## config.mk

```make
export PLATFORM = sky130hd
export DESIGN_NAME = profiler_snapshot_streamer_flat
export DESIGN_NICKNAME = d
export VERILOG_FILES = /design/src/rtl/profiler_snapshot_streamer_pkg.sv /design/src/rtl/profiler_snapshot_streamer_if.sv /design/src/rtl/profiler_snapshot_streamer_rise_detect.sv /design/src/rtl/profiler_snapshot_streamer.sv /design/src/flat_wrapper.sv
export SDC_FILE = /design/constraint.sdc
export NUM_CORES = 1
export LEC_CHECK = 0
export BUFFER_PORTS_ARGS = -buffer_cell sky130_fd_sc_hd__buf_4
export CAP_MARGIN = 40
export CORE_MARGIN = 1.5
export CORE_UTILIZATION = 59
export CTS_CLUSTER_DIAMETER = 100
export DETAILED_ROUTE_END_ITERATION = 16
export PLACE_DENSITY = 0.86
export SLEW_MARGIN = 20
export SYNTH_ARGS = -nofsm -noshare
export SYNTH_HDL_FRONTEND = slang
export SYNTH_SLANG_ARGS = --single-unit
```

## constraint.sdc

```tcl
create_clock -name clk -period 20.1 [get_ports clk]
set_clock_uncertainty 0.05 [all_clocks]
set_input_delay 2.01 -clock clk [delete_from_list [all_inputs] [get_ports clk]]
set_output_delay 2.01 -clock clk [all_outputs]
set_load 0.05 [all_outputs]
```

## src/rtl/profiler_snapshot_streamer_pkg.sv

```systemverilog
// Shared types and helpers for the cache-profiler readout units.
// Contents:
//   stream_state_t     - states of the snapshot streaming FSM
//   HEADER_TAG_DEFAULT - default tag placed in header bits [31:16]
//   build_header()     - assembles {tag, sequence number, word count}
package profiler_pkg;

  typedef enum logic [1:0] {
    IDLE      = 2'd0,
    SEND_HDR  = 2'd1,
    SEND_CNT  = 2'd2,
    SEND_CSUM = 2'd3
  } stream_state_t;

  localparam logic [15:0] HEADER_TAG_DEFAULT = 16'hABAC;

  function automatic logic [31:0] build_header(
    input logic [15:0] tag,
    input logic [7:0]  seq,
    input logic [7:0]  count
  );
    return {tag, seq, count};
  endfunction

endpackage

```

## src/rtl/profiler_snapshot_streamer_if.sv

```systemverilog
// Valid/ready word stream carrying snapshot frames toward the host readout.
// Signals:
//   out_data  [31:0] - stream word
//   out_valid        - out_data is valid
//   out_ready        - sink accepts the word
//   out_last         - final word of the frame
// Modports: master (the streamer), slave (the sink).
interface profiler_snapshot_streamer_if;
  logic [31:0] out_data;
  logic        out_valid;
  logic        out_ready;
  logic        out_last;

  modport master (output out_data, output out_valid, output out_last, input out_ready);
  modport slave  (input out_data, input out_valid, input out_last, output out_ready);
endinterface

```

## src/rtl/profiler_snapshot_streamer_rise_detect.sv

```systemverilog
// Rising-edge detector for a synchronous request level.
// Ports:
//   clk  - clock
//   rst  - asynchronous active-high reset
//   req  - request level
//   rise - high for the cycle where req is 1 and was 0 on the previous edge
module profiler_rise_detect (
  input  logic clk,
  input  logic rst,
  input  logic req,
  output logic rise
);

  logic req_q_r;

  // Previous-cycle copy of the request level
  always_ff @(posedge clk or posedge rst) begin
    if (rst) begin
      req_q_r <= 1'b0;
    end else begin
      req_q_r <= req;
    end
  end

  assign rise = req & ~req_q_r;

endmodule

```

## src/rtl/profiler_snapshot_streamer.sv

```systemverilog
// Captures all profiler counters on a snapshot request and streams them as a
// framed word sequence: header {tag, seq, count}, then counter words 0..N-1.
// Optional macro PROFILER_SNAPSHOT_CHECKSUM_EN appends one XOR checksum word
// (header ^ all counters) that carries out_last instead of the final counter.
// Ports:
//   clk, rst          - clock, asynchronous active-high reset
//   snapshot_req      - a rising edge requests a capture
//   counters_in       - packed counters, word i at [32*i+31:32*i]
//   strm              - master side of the output word stream
//   busy              - a frame is in flight
//   frame_seq         - sequence number of the latest captured frame
//   dropped_req_count - requests ignored while busy (saturating)
module profiler_snapshot_streamer
  import profiler_pkg::*;
#(
  parameter int          NUM_COUNTERS = 8,
  parameter logic [15:0] HEADER_TAG   = HEADER_TAG_DEFAULT
) (
  input  logic                      clk,
  input  logic                      rst,
  input  logic                      snapshot_req,
  input  logic [NUM_COUNTERS*32-1:0] counters_in,
  profiler_snapshot_streamer_if.master strm,
  output logic                      busy,
  output logic [7:0]                frame_seq,
  output logic [15:0]               dropped_req_count
);

  localparam int               IDX_W      = $clog2(NUM_COUNTERS);
  localparam logic [IDX_W-1:0] LAST_IDX   = IDX_W'(NUM_COUNTERS - 1);
  localparam logic [IDX_W-1:0] PENULT_IDX = IDX_W'(NUM_COUNTERS - 2);
  localparam logic [7:0]       COUNT_BYTE = 8'(NUM_COUNTERS);

  stream_state_t    state_r;
  logic [IDX_W-1:0] idx_r;
  logic [IDX_W-1:0] idx_next_s;
  logic [31:0]      shadow_r [NUM_COUNTERS];
  logic [31:0]      out_data_r;
  logic             out_valid_r;
  logic             out_last_r;
  logic             busy_r;
  logic [7:0]       frame_seq_r;
  logic [15:0]      dropped_r;
  logic             rise_s;
  logic             xfer_s;
  logic [31:0]      hdr_next_s;

  profiler_rise_detect u_rise (
    .clk  (clk),
    .rst  (rst),
    .req  (snapshot_req),
    .rise (rise_s)
  );

  assign xfer_s     = out_valid_r & strm.out_ready;
  assign idx_next_s = idx_r + IDX_W'(1);
  assign hdr_next_s = build_header(HEADER_TAG, frame_seq_r + 8'd1, COUNT_BYTE);

`ifdef PROFILER_SNAPSHOT_CHECKSUM_EN
  logic [31:0] csum_r;
  logic [31:0] capture_xor_s;

  // XOR of the header being issued and the counters being captured this cycle
  always_comb begin
    capture_xor_s = hdr_next_s;
    for (int i = 0; i < NUM_COUNTERS; i++) begin
      capture_xor_s = capture_xor_s ^ counters_in[32*i +: 32];
    end
  end
`endif

  // Streaming FSM with capture, sequence numbering and drop counting
  always_ff @(posedge clk or posedge rst) begin
    if (rst) begin
      state_r     <= IDLE;
      idx_r       <= '0;
      out_data_r  <= 32'h0000_0000;
      out_valid_r <= 1'b0;
      out_last_r  <= 1'b0;
      busy_r      <= 1'b0;
      frame_seq_r <= 8'hFF;
      dropped_r   <= 16'h0000;
      for (int i = 0; i < NUM_COUNTERS; i++) begin
        shadow_r[i] <= 32'h0000_0000;
      end
`ifdef PROFILER_SNAPSHOT_CHECKSUM_EN
      csum_r      <= 32'h0000_0000;
`endif
    end else begin
      // Any request edge outside IDLE is lost, including one coinciding
      // with the final transfer of a frame.
      if (rise_s && (state_r != IDLE) && (dropped_r != 16'hFFFF)) begin
        dropped_r <= dropped_r + 16'd1;
      end

      case (state_r)
        IDLE: begin
          if (rise_s) begin
            for (int i = 0; i < NUM_COUNTERS; i++) begin
              shadow_r[i] <= counters_in[32*i +: 32];
            end
`ifdef PROFILER_SNAPSHOT_CHECKSUM_EN
            csum_r      <= capture_xor_s;
`endif
            frame_seq_r <= frame_seq_r + 8'd1;
            out_data_r  <= hdr_next_s;
            out_valid_r <= 1'b1;
            out_last_r  <= 1'b0;
            busy_r      <= 1'b1;
            state_r     <= SEND_HDR;
          end
        end

        SEND_HDR: begin
          if (xfer_s) begin
            idx_r      <= '0;
            out_data_r <= shadow_r[0];
            out_last_r <= 1'b0;
            state_r    <= SEND_CNT;
          end
        end

        SEND_CNT: begin
          if (xfer_s) begin
            if (idx_r == LAST_IDX) begin
`ifdef PROFILER_SNAPSHOT_CHECKSUM_EN
              out_data_r  <= csum_r;
              out_last_r  <= 1'b1;
              state_r     <= SEND_CSUM;
`else
              out_data_r  <= 32'h0000_0000;
              out_valid_r <= 1'b0;
              out_last_r  <= 1'b0;
              busy_r      <= 1'b0;
              state_r     <= IDLE;
`endif
            end else begin
              idx_r      <= idx_next_s;
              out_data_r <= shadow_r[idx_next_s];
`ifdef PROFILER_SNAPSHOT_CHECKSUM_EN
              out_last_r <= 1'b0;
`else
              out_last_r <= (idx_r == PENULT_IDX);
`endif
            end
          end
        end

        SEND_CSUM: begin
          if (xfer_s) begin
            out_data_r  <= 32'h0000_0000;
            out_valid_r <= 1'b0;
            out_last_r  <= 1'b0;
            busy_r      <= 1'b0;
            state_r     <= IDLE;
          end
        end

        default: begin
          out_valid_r <= 1'b0;
          out_last_r  <= 1'b0;
          busy_r      <= 1'b0;
          state_r     <= IDLE;
        end
      endcase
    end
  end

  assign strm.out_data     = out_data_r;
  assign strm.out_valid    = out_valid_r;
  assign strm.out_last     = out_last_r;
  assign busy              = busy_r;
  assign frame_seq         = frame_seq_r;
  assign dropped_req_count = dropped_r;

endmodule

```

## src/flat_wrapper.sv

```systemverilog
// flat-port wrapper written by rule: the top's interface ports become plain ports
module profiler_snapshot_streamer_flat import profiler_pkg::*;
#(
  parameter int          NUM_COUNTERS = 8,
  parameter logic [15:0] HEADER_TAG   = HEADER_TAG_DEFAULT
)
  (clk, rst, snapshot_req, counters_in, busy, frame_seq, dropped_req_count, strm_out_data, strm_out_valid, strm_out_last, strm_out_ready);
  profiler_snapshot_streamer_if strm_i ();
  input  logic clk;
  input  logic rst;
  input  logic snapshot_req;
  input  logic [NUM_COUNTERS*32-1:0] counters_in;
  output logic busy;
  output logic [7:0] frame_seq;
  output logic [15:0] dropped_req_count;
  output wire logic [$bits(strm_i.out_data)-1:0] strm_out_data;
  output wire logic [$bits(strm_i.out_valid)-1:0] strm_out_valid;
  output wire logic [$bits(strm_i.out_last)-1:0] strm_out_last;
  input wire logic [$bits(strm_i.out_ready)-1:0] strm_out_ready;
  assign strm_out_data = strm_i.out_data;
  assign strm_out_valid = strm_i.out_valid;
  assign strm_out_last = strm_i.out_last;
  assign strm_i.out_ready = strm_out_ready;
  profiler_snapshot_streamer #(.NUM_COUNTERS(NUM_COUNTERS), .HEADER_TAG(HEADER_TAG)) u_core (.clk(clk), .rst(rst), .snapshot_req(snapshot_req), .counters_in(counters_in), .strm(strm_i), .busy(busy), .frame_seq(frame_seq), .dropped_req_count(dropped_req_count));
endmodule
```

======== Word-level counts from Yosys, hierarchy flattened ========
Cells that the tools add are included.
word-level totals
  bits in registers ....................... 320
  latch bits .............................. 0
  RAM bits ................................ 0
  memory bits (read-only) ................. 0
  bits of input ports ..................... 260
  logic and storage cells ................. 78
  memories kept ........................... 0
cells by class
  add/sub/neg operators ................... 3
  multiply operators ...................... 0
  div/mod/pow operators ................... 0
  order comparisons ....................... 1
  eq/ne operators ......................... 13
  shift operators ......................... 0
  mux-type cells .......................... 28
  bitwise operators ....................... 4
  reductions and logical operators ........ 13
operators by type and width
  cell                                                    count
  two-way mux 32 bit                                      7
  one-hot mux 32 bit (4 select lines)                     1
  binary-select mux 32 bit (select 3 bit)                 1
  adder 16 x 1 -> 16 bit (second input constant)          1
  inequality test 16 bit (second input constant)          1
  inequality test 2 x 1 -> 1 bit (second input constant)  6
  two-way mux 2 bit                                       5
  AND reduction 5 bit                                     2
  two-way mux 3 bit                                       3
  adder 8 x 1 -> 8 bit (second input constant)            1
  one-hot mux 2 bit (4 select lines)                      1
  AND reduction 4 bit                                     2
  two-way mux 1 bit                                       7
  equality test 3 bit (second input constant)             2
  one-hot mux 1 bit (3 select lines)                      2
  one-hot mux 3 bit (2 select lines)                      1
  equality test 2 bit (second input constant)             2
  >= comparator 4 bit (second input constant)             1
  inverter 3 -> 4 bit                                     1
  nonzero test 2 bit                                      2
  adder 3 x 1 -> 3 bit (second input constant)            1
  AND reduction 3 bit                                     1
  nonzero test 3 bit                                      1
  bitwise AND 1 bit                                       2
  7 further kinds                                         8

======== Logic depth before layout (Yosys ltp) ========
  depth in word-level cells ............... 8
  gate-level depth with buffers ........... 12

======== By module ========
Synthesis repeated with hierarchy kept, for this count alone.
second synthesis, totals
  cells, all modules ...................... 1516
  area, all modules ....................... 14632.8 µm²
by module, submodules not included
  module                      times used  cells each  area an instance (µm²)  seq. area each (µm²)
  profiler_snapshot_streamer  1           1513        14590.2                 7992.7
  profiler_rise_detect        1           3           42.5                    25.0

======== Worst setup path before layout ========
No wires, ideal clock.
  kind .................................... input to register
  from .................................... input snapshot_req
  to ...................................... register u_core.shadow_r[224] in the netlist's numbering
  setup time .............................. 117 ps
  arrival time ............................ 3114 ps
  setup slack ............................. 16819 ps
  cell stages on the path ................. 6
  path through ............................ or4b_1 > buf_2 > clkbuf_1 > clkbuf_1 > nand2_1 > nand2_1
on the way
  cells in the longest elaborated chain, start to end .. 2
RTL lines
  item                                  line                                          source
  from (decl)                           flat_wrapper.sv:11                            input logic snapshot_req;
  bitwise AND 1 bit                     profiler_snapshot_streamer_rise_detect.sv:25  assign rise = req & ~req_q_r;
  AND reduction 2 bit (no source line)  --
  to (signal, indexed assignment)       profiler_snapshot_streamer.sv:100             shadow_r[i] <= counters_in[32*i +: 32];
  to (decl)                             profiler_snapshot_streamer.sv:37              logic [31:0] shadow_r [NUM_COUNTERS];
Every way passes these cells.
A chain may end at the register's enable or synchronous reset.

======== Final worst setup path ========
  from .................................... input snapshot_req
  to ...................................... register u_core.frame_seq_r[4] (netlist: u_core.frame_seq[4])
on the way
  cells in the longest elaborated chain, start to end .. 2
RTL lines
  item                                  line                                          source
  bitwise AND 1 bit                     profiler_snapshot_streamer_rise_detect.sv:25
  AND reduction 2 bit (no source line)  --
  to (signal assigned)                  profiler_snapshot_streamer.sv:105             frame_seq_r <= frame_seq_r + 8'd1;
  to (decl)                             profiler_snapshot_streamer.sv:42              logic [7:0] frame_seq_r;
Every way passes these cells.

==> impl_results.md <==
* Worst Path Arrival at 3.95 ns
* Hold_sp: u_core.shadow_r[94]
* Synth top area share at 0.537
* Hpwl dp at 27.0 mm
* Post-cts resize count at 0
* Worst vdd ir at 0.0868 mV
* Sequential area share after synthesis at 0.551
* Vias at 12239
* Ys Warns at 0
* CTS Hold Bufs at 0
* Dpl cells at 2099
* Worst r2r src: u_core.idx_r[0]
* Crit path launch: snapshot_req
* Drt via density at 5.65
* Clock transition at path regs at 0.06 ns
* # clock sinks at 320
* IO Count at 319
* Synth Area per Inst at 9.45 sq um
* Detailed Route WL at 40.3 mm
* Post-CTS Setup Bufs at 0
* Setup TNS at 0 ns
* Reg area at 8020 sq um
* Setup Viol. Count Final at 0
* Top FF cell, synth: dfrtp_1
* Antenna-violating nets left at 0
* IO Port Bufs at 318
* Clock latency on the worst-skew pair at 0.52 ns
* Worst slew pin tran at 1.26 ns
* Max_slew headroom at 0.163
* MaxCap Viol Count at 0
* Fillcell total at 1627
* Fin cells at 2165
* Via count of the first global-routing pass at 12375
* HP Class: flop to flop
* Synth Register Bits at 320
* PwrDens at 168 nW/um^2
* Area contributors post-synth: dfrtp_1 (54%), nand2_1 (21%), mux4_2 (8.1%)
* Worst setup path class: input port to flop
* Core box area at 24200 sq um
* Startpoint Class: input port
* CTS root buffer: clkbuf_16
* Syn Inst Count at 1539
* CTS tree: built
* Cell Area, Synth at 14500 sq um
* Leak at 9.54 nW
* RSZ-0062 raised after global routing: false
* Die Ht at 160 microns
* FFs w/ async S/R, synth at 1.00
* Largest net degree at the start of global routing at 263
* Layout cells sized above 1 at 0.257
* Max clock buf depth at 3
* Wire length per cell at 18.6 microns
* H-tree levels at 2
* Pre-Repair DR Iteration Count at 5
* Inserted Clock Buffers at 35
* Crit Path Max Fanout at 262
* Finished Core Util at 0.757
* Routability Congestion at 0.875
* Final worst-path cycle share at 0.177
* P&R area growth vs syn at 26.2%
* Crit. End Element: flop
* Drt first-iter violations at 1227
* Syn Nets at 1805
* Final slew viol count at 0
* DR DRC count at 0
* First-pass GRT wire length at 63.9 mm
* Tot GR Track Use at 0.318
* Yosys top cell by area: dfrtp_1
* Final critical-path required period at 3.56 ns
* WP data required at 20.49 ns
* Peak Freq at 281 MHz
* Die area at 25600 sq um
* Final hold violations at 0
* Overflow after GRT at 0
* Layout Nets at 2082
* Initial Util at 0.600
* Outcome: finished clean
* # rows at 57
* Number of synthesized flops with an enable pin at 0
* Initial antenna violation count at 2
* Multi-input gate area in the final layout at 6080 sq um
* Post-synthesis cell type count at 49
* Die width at 160 microns
## worst max-delay path, cell delays in order
cell     delay [ns]
buf_4          0.09
nor4b_2        0.44
buf_12         0.62
nand4_1        0.22
xnor2_1        0.19
## power breakdown
part           internal [W]  leakage (nW)  switching [W]
Combinational      0.000548          4.98       0.000759
Sequential         0.000932          3.98       0.000201
Clock              0.000393         0.581       0.000255
Total               0.00187          9.54        0.00121
## placed cells by master, fill, tap and decap left out, types with 11 or more instances in the layout
| cell type | instances |
|---|---|
| nor3_1 | 12 |
| clkbuf_16 | 37 |
| nor2_1 | 27 |
| a221o_1 | 14 |
| xor2_1 | 20 |
| mux2i_1 | 25 |
| nand2_1 | 823 |
| buf_4 | 327 |
| dfrtp_1 | 311 |
| a22oi_1 | 13 |
| a21oi_1 | 15 |
| nand3_1 | 11 |
| mux4_2 | 52 |
## flip-flops by register name, indices dropped and copies added (netlist names)
signal	cells
u_core.strm.out_valid	1
u_core.idx_r	3
u_core.frame_seq	8
u_core.strm.out_last	1
u_core.shadow_r	256
u_core.u_rise.req_q_r	1
u_core.state_r	2
u_core.dropped_req_count	16
u_core.strm.out_data	32
## metrics by stage
step	hold slack [ns]	total power, W	cell area [sq um]	setup WS (ns)
global route	0.442	0.00326	18300	16.44
finish	0.421	0.00309	18300	16.54
CTS	0.423	0.00306	18200	16.31
global placement	0.401	0.00233	17000	15.81
detailed placement	0.409	0.00240	17100	15.78
floorplan	0.390	0.00202	14500	9.20
## synth_stat cells, types with 6 or more instances
master,n
o21ai_1,7
a31oi_1,7
buf_2,34
dfrtp_1,312
a21oi_1,15
mux2i_1,25
nand3_1,11
clkbuf_1,47
nor3_1,13
nor2_1,27
a22oi_1,13
mux2_2,10
xor2_1,20
a221o_1,14
nand2_1,823
mux4_2,52
ha_1,6
a221oi_1,10
xnor2_1,6
dfstp_2,8
o21ai_0,6
## worst paths after layout
| kind | slack, ns | depth (start not counted) | to |
|---|---|---|---|
| worst max-delay path | 16.54 | 5 | u_core.frame_seq[4] |
| worst min-delay path | 0.42 | 2 | u_core.shadow_r[94] |
| worst max register to register | 16.62 | 8 | u_core.strm.out_data[21] |
| worst min register to register | 0.42 | 2 | u_core.shadow_r[94] |
| max in group asynchronous | 17.14 | 3 | u_core.shadow_r[59] |
| min in group asynchronous | 1.51 | 2 | u_core.dropped_req_count[0] |
## layer usage
| metal | vias to the layer above | share of wire | global-route usage |
|---|---|---|---|
| met5 | - | 0 | 0 |
| met3 | 99 | 0.084 | 0.0605 |
| met2 | 628 | 0.47 | 0.504 |
| met1 | 5940 | 0.41 | 0.442 |
| met4 | 0 | 0.035 | 0.122 |
| li1 | 5572 | - | - |
## layout make-up
class | instances | share of cell area
Inverter | 7 | 0.00184
Clock inverter | 10 | 0.00559
Tap cell | 324 | 0.0221
Sequential cell | 320 | 0.437
Timing Repair Buffer | 334 | 0.143
Clock buffer | 50 | 0.0580
Multi-Input combinational cell | 1118 | 0.332
Antenna cell | 2 | 0.000273
## cells by family (layout without fill, tap and decap cells)
kind of cell,Yosys count,after routing,share of synthesized area
compound gates,88,88,0.0437
xor+xnor,26,26,0.0157
fa+ha+maj,6,6,0.00516
buf+inv,101,401,0.0326
flops,320,320,0.551
mux,88,88,0.106
other cells,0,2,0
simple gates,910,910,0.245
(Power assumes the default switching activity.)
